--- src/rtl/rec_play_addr_sequencer_if.sv ---
// Control and memory-port bundle for the record/playback address sequencer.
// master drives the record/play controls; slave is the sequencer side.
interface rec_play_addr_sequencer_if #(
  parameter int ADDR_W = 10
);
  logic              start_record;
  logic              start_play;
  logic              stop;
  logic              loop_en;
  logic              sample_strobe;
  logic [ADDR_W-1:0] address;
  logic              mem_we;
  logic              rd_en;
  logic              recording;
  logic              playing;
  logic [ADDR_W:0]   msg_len;
  logic              rec_full;
  logic              play_done;

  modport master (
    output start_record, start_play, stop, loop_en, sample_strobe,
    input  address, mem_we, rd_en, recording, playing, msg_len, rec_full, play_done
  );

  modport slave (
    input  start_record, start_play, stop, loop_en, sample_strobe,
    output address, mem_we, rd_en, recording, playing, msg_len, rec_full, play_done
  );
endinterface

--- src/rtl/rec_play_addr_sequencer.sv ---
// Record/playback address generator: owns write/read pointers and message length
// and drives the single shared sample-RAM address port.
module rec_play_addr_sequencer #(
  parameter int ADDR_W = 10,
  parameter int DEPTH  = 1024
) (
  input  logic                         clk,
  input  logic                         rst_n,
  rec_play_addr_sequencer_if.slave     bus
);

  typedef enum logic [1:0] {
    ST_IDLE   = 2'd0,
    ST_RECORD = 2'd1,
    ST_PLAY   = 2'd2
  } state_t;

  localparam logic [ADDR_W-1:0] ADDR_ZERO = {ADDR_W{1'b0}};
  localparam logic [ADDR_W-1:0] ADDR_ONE  = {{(ADDR_W-1){1'b0}}, 1'b1};
  localparam logic [ADDR_W:0]   LEN_ZERO  = {(ADDR_W+1){1'b0}};
  localparam logic [ADDR_W:0]   LEN_ONE   = {{ADDR_W{1'b0}}, 1'b1};
  localparam logic [ADDR_W-1:0] LAST_ADDR = ADDR_W'(DEPTH - 1);
  localparam logic [ADDR_W:0]   FULL_LEN  = (ADDR_W+1)'(DEPTH);

  state_t            state_r, state_nxt_s;
  logic [ADDR_W-1:0] wr_ptr_r, wr_ptr_nxt_s;
  logic [ADDR_W-1:0] rd_ptr_r, rd_ptr_nxt_s;
  logic [ADDR_W:0]   msg_len_r, msg_len_nxt_s;
  logic              rec_full_r, rec_full_nxt_s;
  logic              play_done_r, play_done_nxt_s;
  logic              wr_last_s, rd_last_s, has_msg_s;
  logic [ADDR_W-1:0] address_s;
  logic              mem_we_s, rd_en_s, recording_s, playing_s;

  // The final-sample tests compare against the limit directly so pointers never pass DEPTH-1.
  assign wr_last_s = (wr_ptr_r == LAST_ADDR);
  assign rd_last_s = (({1'b0, rd_ptr_r} + LEN_ONE) == msg_len_r);
  assign has_msg_s = (msg_len_r != LEN_ZERO);

  // State register.
  always_ff @(posedge clk or negedge rst_n) begin
    if (!rst_n) begin
      state_r <= ST_IDLE;
    end else begin
      state_r <= state_nxt_s;
    end
  end

  // Next-state selection: stop, then full/end detection, then start requests.
  always_comb begin
    state_nxt_s = state_r;
    case (state_r)
      ST_IDLE: begin
        if (bus.start_record) begin
          state_nxt_s = ST_RECORD;
        end else if (bus.start_play && has_msg_s) begin
          state_nxt_s = ST_PLAY;
        end else begin
          state_nxt_s = ST_IDLE;
        end
      end
      ST_RECORD: begin
        if ((bus.sample_strobe && wr_last_s) || bus.stop) begin
          state_nxt_s = ST_IDLE;
        end else begin
          state_nxt_s = ST_RECORD;
        end
      end
      ST_PLAY: begin
        if (bus.stop || (bus.sample_strobe && rd_last_s && !bus.loop_en)) begin
          state_nxt_s = ST_IDLE;
        end else begin
          state_nxt_s = ST_PLAY;
        end
      end
      default: state_nxt_s = ST_IDLE;
    endcase
  end

  // Pointer, message-length and status-pulse next values.
  always_comb begin
    wr_ptr_nxt_s    = wr_ptr_r;
    rd_ptr_nxt_s    = rd_ptr_r;
    msg_len_nxt_s   = msg_len_r;
    rec_full_nxt_s  = 1'b0;
    play_done_nxt_s = 1'b0;
    case (state_r)
      ST_IDLE: begin
        if (bus.start_record) begin
          wr_ptr_nxt_s = ADDR_ZERO;
        end else if (bus.start_play && has_msg_s) begin
          rd_ptr_nxt_s = ADDR_ZERO;
        end else begin
          wr_ptr_nxt_s = wr_ptr_r;
        end
      end
      ST_RECORD: begin
        if (bus.sample_strobe && wr_last_s) begin
          msg_len_nxt_s  = FULL_LEN;
          rec_full_nxt_s = 1'b1;
          wr_ptr_nxt_s   = ADDR_ZERO;
        end else if (bus.sample_strobe && bus.stop) begin
          // The coincident write still lands, so it counts toward the length.
          msg_len_nxt_s = {1'b0, wr_ptr_r} + LEN_ONE;
          wr_ptr_nxt_s  = ADDR_ZERO;
        end else if (bus.stop) begin
          msg_len_nxt_s = {1'b0, wr_ptr_r};
          wr_ptr_nxt_s  = ADDR_ZERO;
        end else if (bus.sample_strobe) begin
          wr_ptr_nxt_s = wr_ptr_r + ADDR_ONE;
        end else begin
          wr_ptr_nxt_s = wr_ptr_r;
        end
      end
      ST_PLAY: begin
        if (bus.stop) begin
          rd_ptr_nxt_s = ADDR_ZERO;
        end else if (bus.sample_strobe && rd_last_s) begin
          rd_ptr_nxt_s    = ADDR_ZERO;
          play_done_nxt_s = !bus.loop_en;
        end else if (bus.sample_strobe) begin
          rd_ptr_nxt_s = rd_ptr_r + ADDR_ONE;
        end else begin
          rd_ptr_nxt_s = rd_ptr_r;
        end
      end
      default: begin
        wr_ptr_nxt_s = ADDR_ZERO;
        rd_ptr_nxt_s = ADDR_ZERO;
      end
    endcase
  end

  // Datapath registers; an asynchronous reset discards any message in progress.
  always_ff @(posedge clk or negedge rst_n) begin
    if (!rst_n) begin
      wr_ptr_r    <= ADDR_ZERO;
      rd_ptr_r    <= ADDR_ZERO;
      msg_len_r   <= LEN_ZERO;
      rec_full_r  <= 1'b0;
      play_done_r <= 1'b0;
    end else begin
      wr_ptr_r    <= wr_ptr_nxt_s;
      rd_ptr_r    <= rd_ptr_nxt_s;
      msg_len_r   <= msg_len_nxt_s;
      rec_full_r  <= rec_full_nxt_s;
      play_done_r <= play_done_nxt_s;
    end
  end

  // Memory-port decode; strobes pass straight through for zero-latency access.
  always_comb begin
    address_s   = ADDR_ZERO;
    mem_we_s    = 1'b0;
    rd_en_s     = 1'b0;
    recording_s = 1'b0;
    playing_s   = 1'b0;
    case (state_r)
      ST_RECORD: begin
        address_s   = wr_ptr_r;
        mem_we_s    = bus.sample_strobe;
        recording_s = 1'b1;
      end
      ST_PLAY: begin
        address_s = rd_ptr_r;
        rd_en_s   = bus.sample_strobe;
        playing_s = 1'b1;
      end
      ST_IDLE: address_s = ADDR_ZERO;
      default: address_s = ADDR_ZERO;
    endcase
  end

  assign bus.address   = address_s;
  assign bus.mem_we    = mem_we_s;
  assign bus.rd_en     = rd_en_s;
  assign bus.recording = recording_s;
  assign bus.playing   = playing_s;
  assign bus.msg_len   = msg_len_r;
  assign bus.rec_full  = rec_full_r;
  assign bus.play_done = play_done_r;

endmodule

--- src/flat_wrapper.sv ---
// flat-port wrapper written by rule: the top's interface ports become plain ports
module rec_play_addr_sequencer_flat 
#(
  parameter int ADDR_W = 10,
  parameter int DEPTH  = 1024
)
  (clk, rst_n, bus_start_record, bus_start_play, bus_stop, bus_loop_en, bus_sample_strobe, bus_address, bus_mem_we, bus_rd_en, bus_recording, bus_playing, bus_msg_len, bus_rec_full, bus_play_done);
  rec_play_addr_sequencer_if #(.ADDR_W(ADDR_W)) bus_i ();
  input  logic clk;
  input  logic rst_n;
  input wire logic [$bits(bus_i.start_record)-1:0] bus_start_record;
  input wire logic [$bits(bus_i.start_play)-1:0] bus_start_play;
  input wire logic [$bits(bus_i.stop)-1:0] bus_stop;
  input wire logic [$bits(bus_i.loop_en)-1:0] bus_loop_en;
  input wire logic [$bits(bus_i.sample_strobe)-1:0] bus_sample_strobe;
  output wire logic [$bits(bus_i.address)-1:0] bus_address;
  output wire logic [$bits(bus_i.mem_we)-1:0] bus_mem_we;
  output wire logic [$bits(bus_i.rd_en)-1:0] bus_rd_en;
  output wire logic [$bits(bus_i.recording)-1:0] bus_recording;
  output wire logic [$bits(bus_i.playing)-1:0] bus_playing;
  output wire logic [$bits(bus_i.msg_len)-1:0] bus_msg_len;
  output wire logic [$bits(bus_i.rec_full)-1:0] bus_rec_full;
  output wire logic [$bits(bus_i.play_done)-1:0] bus_play_done;
  assign bus_i.start_record = bus_start_record;
  assign bus_i.start_play = bus_start_play;
  assign bus_i.stop = bus_stop;
  assign bus_i.loop_en = bus_loop_en;
  assign bus_i.sample_strobe = bus_sample_strobe;
  assign bus_address = bus_i.address;
  assign bus_mem_we = bus_i.mem_we;
  assign bus_rd_en = bus_i.rd_en;
  assign bus_recording = bus_i.recording;
  assign bus_playing = bus_i.playing;
  assign bus_msg_len = bus_i.msg_len;
  assign bus_rec_full = bus_i.rec_full;
  assign bus_play_done = bus_i.play_done;
  rec_play_addr_sequencer #(.ADDR_W(ADDR_W), .DEPTH(DEPTH)) u_core (.clk(clk), .rst_n(rst_n), .bus(bus_i));
endmodule
--- config.mk ---
export PLATFORM = sky130hd
export DESIGN_NAME = rec_play_addr_sequencer_flat
export DESIGN_NICKNAME = d
export VERILOG_FILES = /design/src/rtl/rec_play_addr_sequencer_if.sv /design/src/rtl/rec_play_addr_sequencer.sv /design/src/flat_wrapper.sv
export SDC_FILE = /design/constraint.sdc
export NUM_CORES = 1
export LEC_CHECK = 0
export ABC_CLOCK_PERIOD_IN_PS = 2050
export BUFFER_PORTS_ARGS = -buffer_cell sky130_fd_sc_hd__buf_2
export CELL_PAD_IN_SITES_DETAIL_PLACEMENT = 1
export CELL_PAD_IN_SITES_GLOBAL_PLACEMENT = 2
export CORE_MARGIN = 2
export CORE_UTILIZATION = 32
export CTS_BUF_LIST = sky130_fd_sc_hd__clkbuf_2
export DETAILED_ROUTE_END_ITERATION = 8
export GPL_TIMING_DRIVEN = 0
export PLACE_DENSITY = 0.82
export SLEW_MARGIN = 0
export SYNTH_ARGS = -nofsm -noshare
export SYNTH_HDL_FRONTEND = slang
export SYNTH_SLANG_ARGS = --single-unit
--- constraint.sdc ---
create_clock -name clk -period 2.05 [get_ports clk]
set_input_delay 0.1025 -clock clk [delete_from_list [all_inputs] [get_ports clk]]
set_output_delay 0.1025 -clock clk [all_outputs]
set_load 0.02 [all_outputs]
=== Yosys cells after proc, flatten, opt, wreduce, memory -nomap -nowiden ===
Cells that the tools add are included.

* Bits in registers: 35
* Bits of input ports: 7
* Output and inout port bits: 27
* Word-level logic and storage cells: 65

* Add/subtract/negate cells: 4
* Equality and inequality tests: 9
* Mux-type cells: 30
* Bitwise gates (word level): 2
* Reduce and logical (&&, ||, !) cells: 14

{| class="wikitable"
|+ Operator list
! kind !! count
|-
| 2-to-1 mux 10 bit || 10
|-
| case mux 10 bit (3 select lines) || 2
|-
| 2-to-1 mux 11 bit || 3
|-
| adder 10 x 1 -> 11 bit (second input constant) || 2
|-
| adder 10 x 1 -> 10 bit (second input constant) || 2
|-
| case mux 10 bit (2 select lines) || 1
|-
| equality test 11 bit || 1
|-
| nonzero test 11 bit || 1
|-
| equality test 10 bit (second input constant) || 1
|-
| 2-to-1 mux 1 bit || 10
|-
| 2-to-1 mux 2 bit || 3
|-
| case mux 2 bit (3 select lines) || 1
|-
| logical AND 1 bit || 5
|-
| != test 5 x 3 -> 1 bit (second input constant) || 1
|-
| != test 2 bit (second input constant) || 2
|-
| != test 4 x 3 -> 1 bit (second input constant) || 1
|-
| AND reduction 4 bit || 1
|-
| AND reduction 3 bit || 1
|-
| nonzero test 3 bit || 1
|-
| equality test 2 x 1 -> 1 bit (second input constant) || 1
|-
| equality test 2 bit (second input constant) || 1
|-
| logical NOT 2 bit || 1
|-
| logical OR 1 bit || 2
|-
| != test 2 x 1 -> 1 bit (second input constant) || 1
|-
| 3 further kinds || 4
|}

=== Logic depth before layout (Yosys ltp) ===
* Word-level depth: 7
* Mapped depth: 10
* Depth with buffers taken out: 8

=== Worst setup path after synthesis ===
Ideal clock, no wire load.

* Path type: reg2reg
* Start point: register u_core.state_r[0]
* End point: register u_core.rd_ptr_r[6]
* Library setup time: 0.130 ns
* Data arrival time: 2.110 ns
* Required time: 1.920 ns
* Slack: -0.190 ns
* Cell stages (with the launch flop): 11
* Path buffers: 2
* Clock period less this slack: 2.240 ns
* Path through: dfrtp_1 -> inv_1 -> ha_1 -> nor2b_1 -> buf_2 -> a221oi_1 -> o21ai_0 -> clkbuf_1 -> o21a_1 -> a32oi_1 -> o41ai_1

* Word-level cells in the longest chain between the ends: 3
* Elaborated cells between the ends (all ways): 9
* Classes of those cells: 5 x eq/ne; 1 x mux; 1 x bitwise; 2 x reduce/logical

{| class="wikitable"
|+ RTL lines
! what !! line !! RTL
|-
| start, declared || rec_play_addr_sequencer.sv:25 || <nowiki>state_t state_r, state_nxt_s;</nowiki>
|-
| start signal, assigned || rec_play_addr_sequencer.sv:45 || <nowiki>state_r <= state_nxt_s;</nowiki>
|-
| equality test 2 bit (tied with other cells) || rec_play_addr_sequencer.sv:87 || <nowiki>case (state_r)</nowiki>
|-
| != test 4 x 3 -> 1 bit (no line) (tied with other cells) || -- ||
|-
| AND reduction 4 bit (no line) || -- ||
|-
| end signal, assigned || rec_play_addr_sequencer.sv:144 || <nowiki>rd_ptr_r <= rd_ptr_nxt_s;</nowiki>
|-
| end, declared || rec_play_addr_sequencer.sv:27 || <nowiki>logic [ADDR_W-1:0] rd_ptr_r, rd_ptr_nxt_s;</nowiki>
|}

Parallel ways exist; a longest one is shown, timed or not.
A chain may end at the register's enable or synchronous reset.

=== Worst setup path after layout ===
* Start point: register u_core.rd_ptr_r[3]
* End point: register u_core.rd_ptr_r[2]

* Word-level cells in the longest chain between the ends: 6
* Elaborated cells between the ends (all ways): 8
* Classes of those cells: 1 x add/sub; 2 x eq/ne; 3 x mux; 2 x reduce/logical

{| class="wikitable"
|+ RTL lines
! what !! line !! RTL
|-
| adder 10 x 1 -> 11 bit (*) || rec_play_addr_sequencer.sv:37 || <nowiki>assign rd_last_s = (({1'b0, rd_ptr_r} + LEN_ONE) == msg_len_r);</nowiki>
|-
| equality test 11 bit (*) || rec_play_addr_sequencer.sv:37 ||
|-
| logical AND 1 bit (*) || rec_play_addr_sequencer.sv:118 || <nowiki>end else if (bus.sample_strobe && rd_last_s) begin</nowiki>
|-
| 2-to-1 mux 10 bit || rec_play_addr_sequencer.sv:118 ||
|-
| 2-to-1 mux 10 bit || rec_play_addr_sequencer.sv:116 || <nowiki>if (bus.stop) begin</nowiki>
|-
| case mux 10 bit (3 select lines) || rec_play_addr_sequencer.sv:87 ||
|}

Every way passes the cells marked *; elsewhere a longest branch is shown, timed or not.

==> run summary <==
The area growth from synthesis to layout was 41.4%; the initial antenna violation count was 0. For this design the ratio of total power to cell area is 743 nW/um2. In this run, the number of DRC markers left after iteration 0 of detailed routing was 56.

Adding up every negative setup slack in the final design gives -1.24 ns. STA classifies the critical path endpoint as a register. The tools report the arrival time reported for the critical path endpoint as 2.55 ns. The count of flip-flops with a built-in enable after synthesis was 0. The post-synthesis cell type count was 50. For this run, design rule violations remaining after detail routing come to 0. The H-tree depth is 2. The die is 93.1 um tall.

In this run the count of I/O pins placed on the die edge is 34. For the antenna violation net count after detailed routing, the log shows 0. The run gives 450 MHz as the upper clock frequency limit. The tools report the global-route usage over all layers as 0.203. The worst setup path is launched from a register. In the final routed layout, each cell accounts on average for 19.5 um. The tightest hold path in the finished design has a slack of 0.0546 ns. Minimum period implied by the final worst setup slack: 2.22 ns.

The number of pins with negative max-slew slack in the final report is 0, and the post-layout total power is 2.67 mW. The instance count after placement with tap cells included was 434; the largest net degree at the start of global routing was 36. The maximum number of buffers from clock root to sink came out at 2.

During placement, the flow inserted port buffers numbering 31. The worst setup path is of the reg -> reg kind. The region available for standard cell placement spans 7730 um2. The slew at the pin with the worst max-slew slack is 0.864 ns, and the half-perimeter wire length after placement is 5880 um.

Summed over all cells, the static leakage comes to 1.50 nW. The detailed-route vias per instance works out to 5.53. The clock slew at the register clock pins of the worst setup and hold paths works out to 0.21 ns. The master cell of the clock root buffer was clkbuf_2. The tools report the number of global-route vias before repair as 2635.

The checks that failed: setup timing. Summing over every cut layer, the via total after detailed routing is 2618. Total detailed-routing wirelength: 9230 um.

The number of CTS-inserted buffers came out at 5. The proportion of register bits with asynchronous set or reset after synthesis works out to 1.00. After the last flow step, the layout net total stands at 383. Data on the critical path is required at its endpoint by 2.38 ns.

The classification of the worst-slack hold path is in -> reg. The critical path ends at u_core.rd_ptr_r[2]. The worst register-to-register path begins at u_core.rd_ptr_r[3].

The run finished, with violations left. The final hold violation count is 0. The final standard cell count with taps included and fillers excluded is 473, and the cell depth of the worst flop-to-flop path is 8. Setup violations remaining at the end of the flow were counted as 12. The initialized floorplan defines 32 standard-cell rows.

Leaving out fill and tap cells, the most frequent cells in the layout are 38 x nand2_1, 35 x buf_4, 32 x buf_2. The logs give 0.0183 ns for the worst clock skew and 4 for the number of iterations in the first detailed-routing pass. During synthesis, Yosys emitted a total of 0 warnings. The clock reaches the later pin of the worst-skew pair after 0.41 ns. 0 antenna diodes ended up in the layout. The tools report the critical register-to-register path endpoint as u_core.rd_ptr_r[2]. The library cell used most frequently in the layout, excluding fill and tap cells, is nand2_1. VDD sags by at most 400 uV. Clock tree synthesis found a total of 35 sinks.

Worst setup path startpoint: u_core.rd_ptr_r[3]. Starting utilization of the core area: 0.329. Leftover overflow at the end of global routing: 0. The worst slew slack as a fraction of its limit was 0.424. The maximum fanout along the worst path is 10, and the final worst slack is -0.174 ns. The fraction of layout instances using a drive strength above 1 was 0.402. The reg2reg setup slack was -0.17 ns; the overall die area was 8670 um2. The die is 93.1 um wide. Setup repair after global routing could not meet its margin everywhere.

The portion of the clock cycle consumed by the worst path in the final layout was 1.08. The logs give 2540 um2 for the summed instance area of the synthesized netlist and 0.819 for the final weighted congestion in routability-driven placement. Synthesis produced a netlist whose cell count is 301. For this run, the leading register cell type out of synthesis is dfrtp_1. Number of flip-flops and latches in the synthesized netlist: 35. TritonCTS built the clock tree.

The synthesized area divided by synthesized cell count works out to 8.44 um2. The logs give 0.345 for the share of synthesized area occupied by flip-flops and latches and 314 for the synthesized netlist net count. Across the run, the number of max-cap violations was 0. The first global-routing pass estimated 13700 um of wire.
## flip-flops by register name, indices dropped and copies added, names as in the netlist
name / flops
u_core.bus.msg_len: 11
u_core.rd_ptr_r: 10
u_core.wr_ptr_r: 10
u_core.state_r: 2
u_core.bus.play_done: 1
u_core.bus.rec_full: 1
## critical path, stage by stage, from the launching register on
cell	delay, ns
dfrtp_1	0.48
buf_4	0.22
and4_1	0.30
a31oi_1	0.16
nor4b_4	0.35
o31ai_4	0.20
nor2_4	0.24
buf_6	0.13
a21oi_2	0.04
## cells by family after synthesis
kind of cell	Yosys count	share of synthesized area
XOR/XNOR	21	0.0783
AO/OA/AOI/OAI	75	0.207
adder cells (fa/ha/maj)	6	0.0295
buffers and inverters	34	0.0615
multiplexers	3	0.0118
flip-flops	35	0.345
AND/OR/NAND/NOR	127	0.267
## how the worst min path moves through the flow
stage | endpoint | depth (start not counted) | start | slack [ns]
after floorplan | u_core.bus.msg_len[0] | 0 | rst_n | -0.19
after global placement | u_core.bus.play_done | 1 | rst_n | 0.25
after detailed placement | u_core.bus.play_done | 1 | rst_n | 0.26
after CTS | u_core.state_r[0] | 3 | bus_stop | 0.05
after global routing | u_core.state_r[0] | 3 | bus_stop | 0.04
final | u_core.state_r[0] | 3 | bus_stop | 0.05
## cells in the mapped netlist, types with 3 or more instances
library cell,number,share of area
xnor2_1,12,0.041
buf_2,11,0.022
nor2b_1,13,0.032
clkbuf_1,13,0.019
nand4_1,4,0.0098
a21oi_1,6,0.012
and3_1,4,0.0098
xor2_1,8,0.028
nand3_1,19,0.037
dfrtp_1,35,0.34
o21a_1,3,0.0089
o31a_1,4,0.014
nor3_1,6,0.012
mux2i_1,3,0.012
nor4_1,5,0.012
nand2b_1,5,0.012
o21ai_0,17,0.033
nor2_1,14,0.021
and2_1,4,0.0098
o31ai_1,18,0.053
o41ai_1,3,0.010
a31oi_1,3,0.0074
nand2_1,39,0.058
inv_1,7,0.010
ha_1,6,0.030
a22oi_1,10,0.030
## report_power, final
group	switching, mW	internal (mW)	total [mW]
Clock	0.269	0.0869	0.356
Sequential	0.0559	0.741	0.797
Combinational	0.823	0.696	1.52
Total	1.15	1.52	2.67
## layout make-up
class / instances / area [um2]
buffer: 20 / 151
clock buffer: 6 / 30.0
clock inverter: 2 / 12.5
fill: 877 / 4130
inverter: 7 / 26.3
multi-input combinational: 233 / 1890
sequential: 35 / 887
tap: 102 / 128
timing repair buffer: 68 / 473
## per-stage QoR
step                area, um2  setup slack, ns   util
global route             3590           -0.258  0.465
detailed placement       2860           -0.595  0.370
CTS                      3250           -0.107  0.421
finish                   3590           -0.174  0.465
floorplan                2570           -0.102      -
global placement         2860           -0.529  0.370
## per-layer routing
metal	up-vias	track usage	part of all wire
li1	1235	-	-
met1	1318	0.252	0.41
met2	48	0.365	0.54
met3	17	0.0306	0.030
met4	0	0.0588	0.019
met5	-	0	0
## timing repair
item / in CTS / in global routing
setup buffers: 18 / 15
gates resized for setup: 49 / 64
hold buffers: 4 / 0
gates cloned: 1 / 1
endpoints found under the hold margin: 38 / 0
endpoints found under the setup margin: 42 / 39
pin swaps: 13 / 19
No activity file was read; power rests on OpenSTA's default activity.
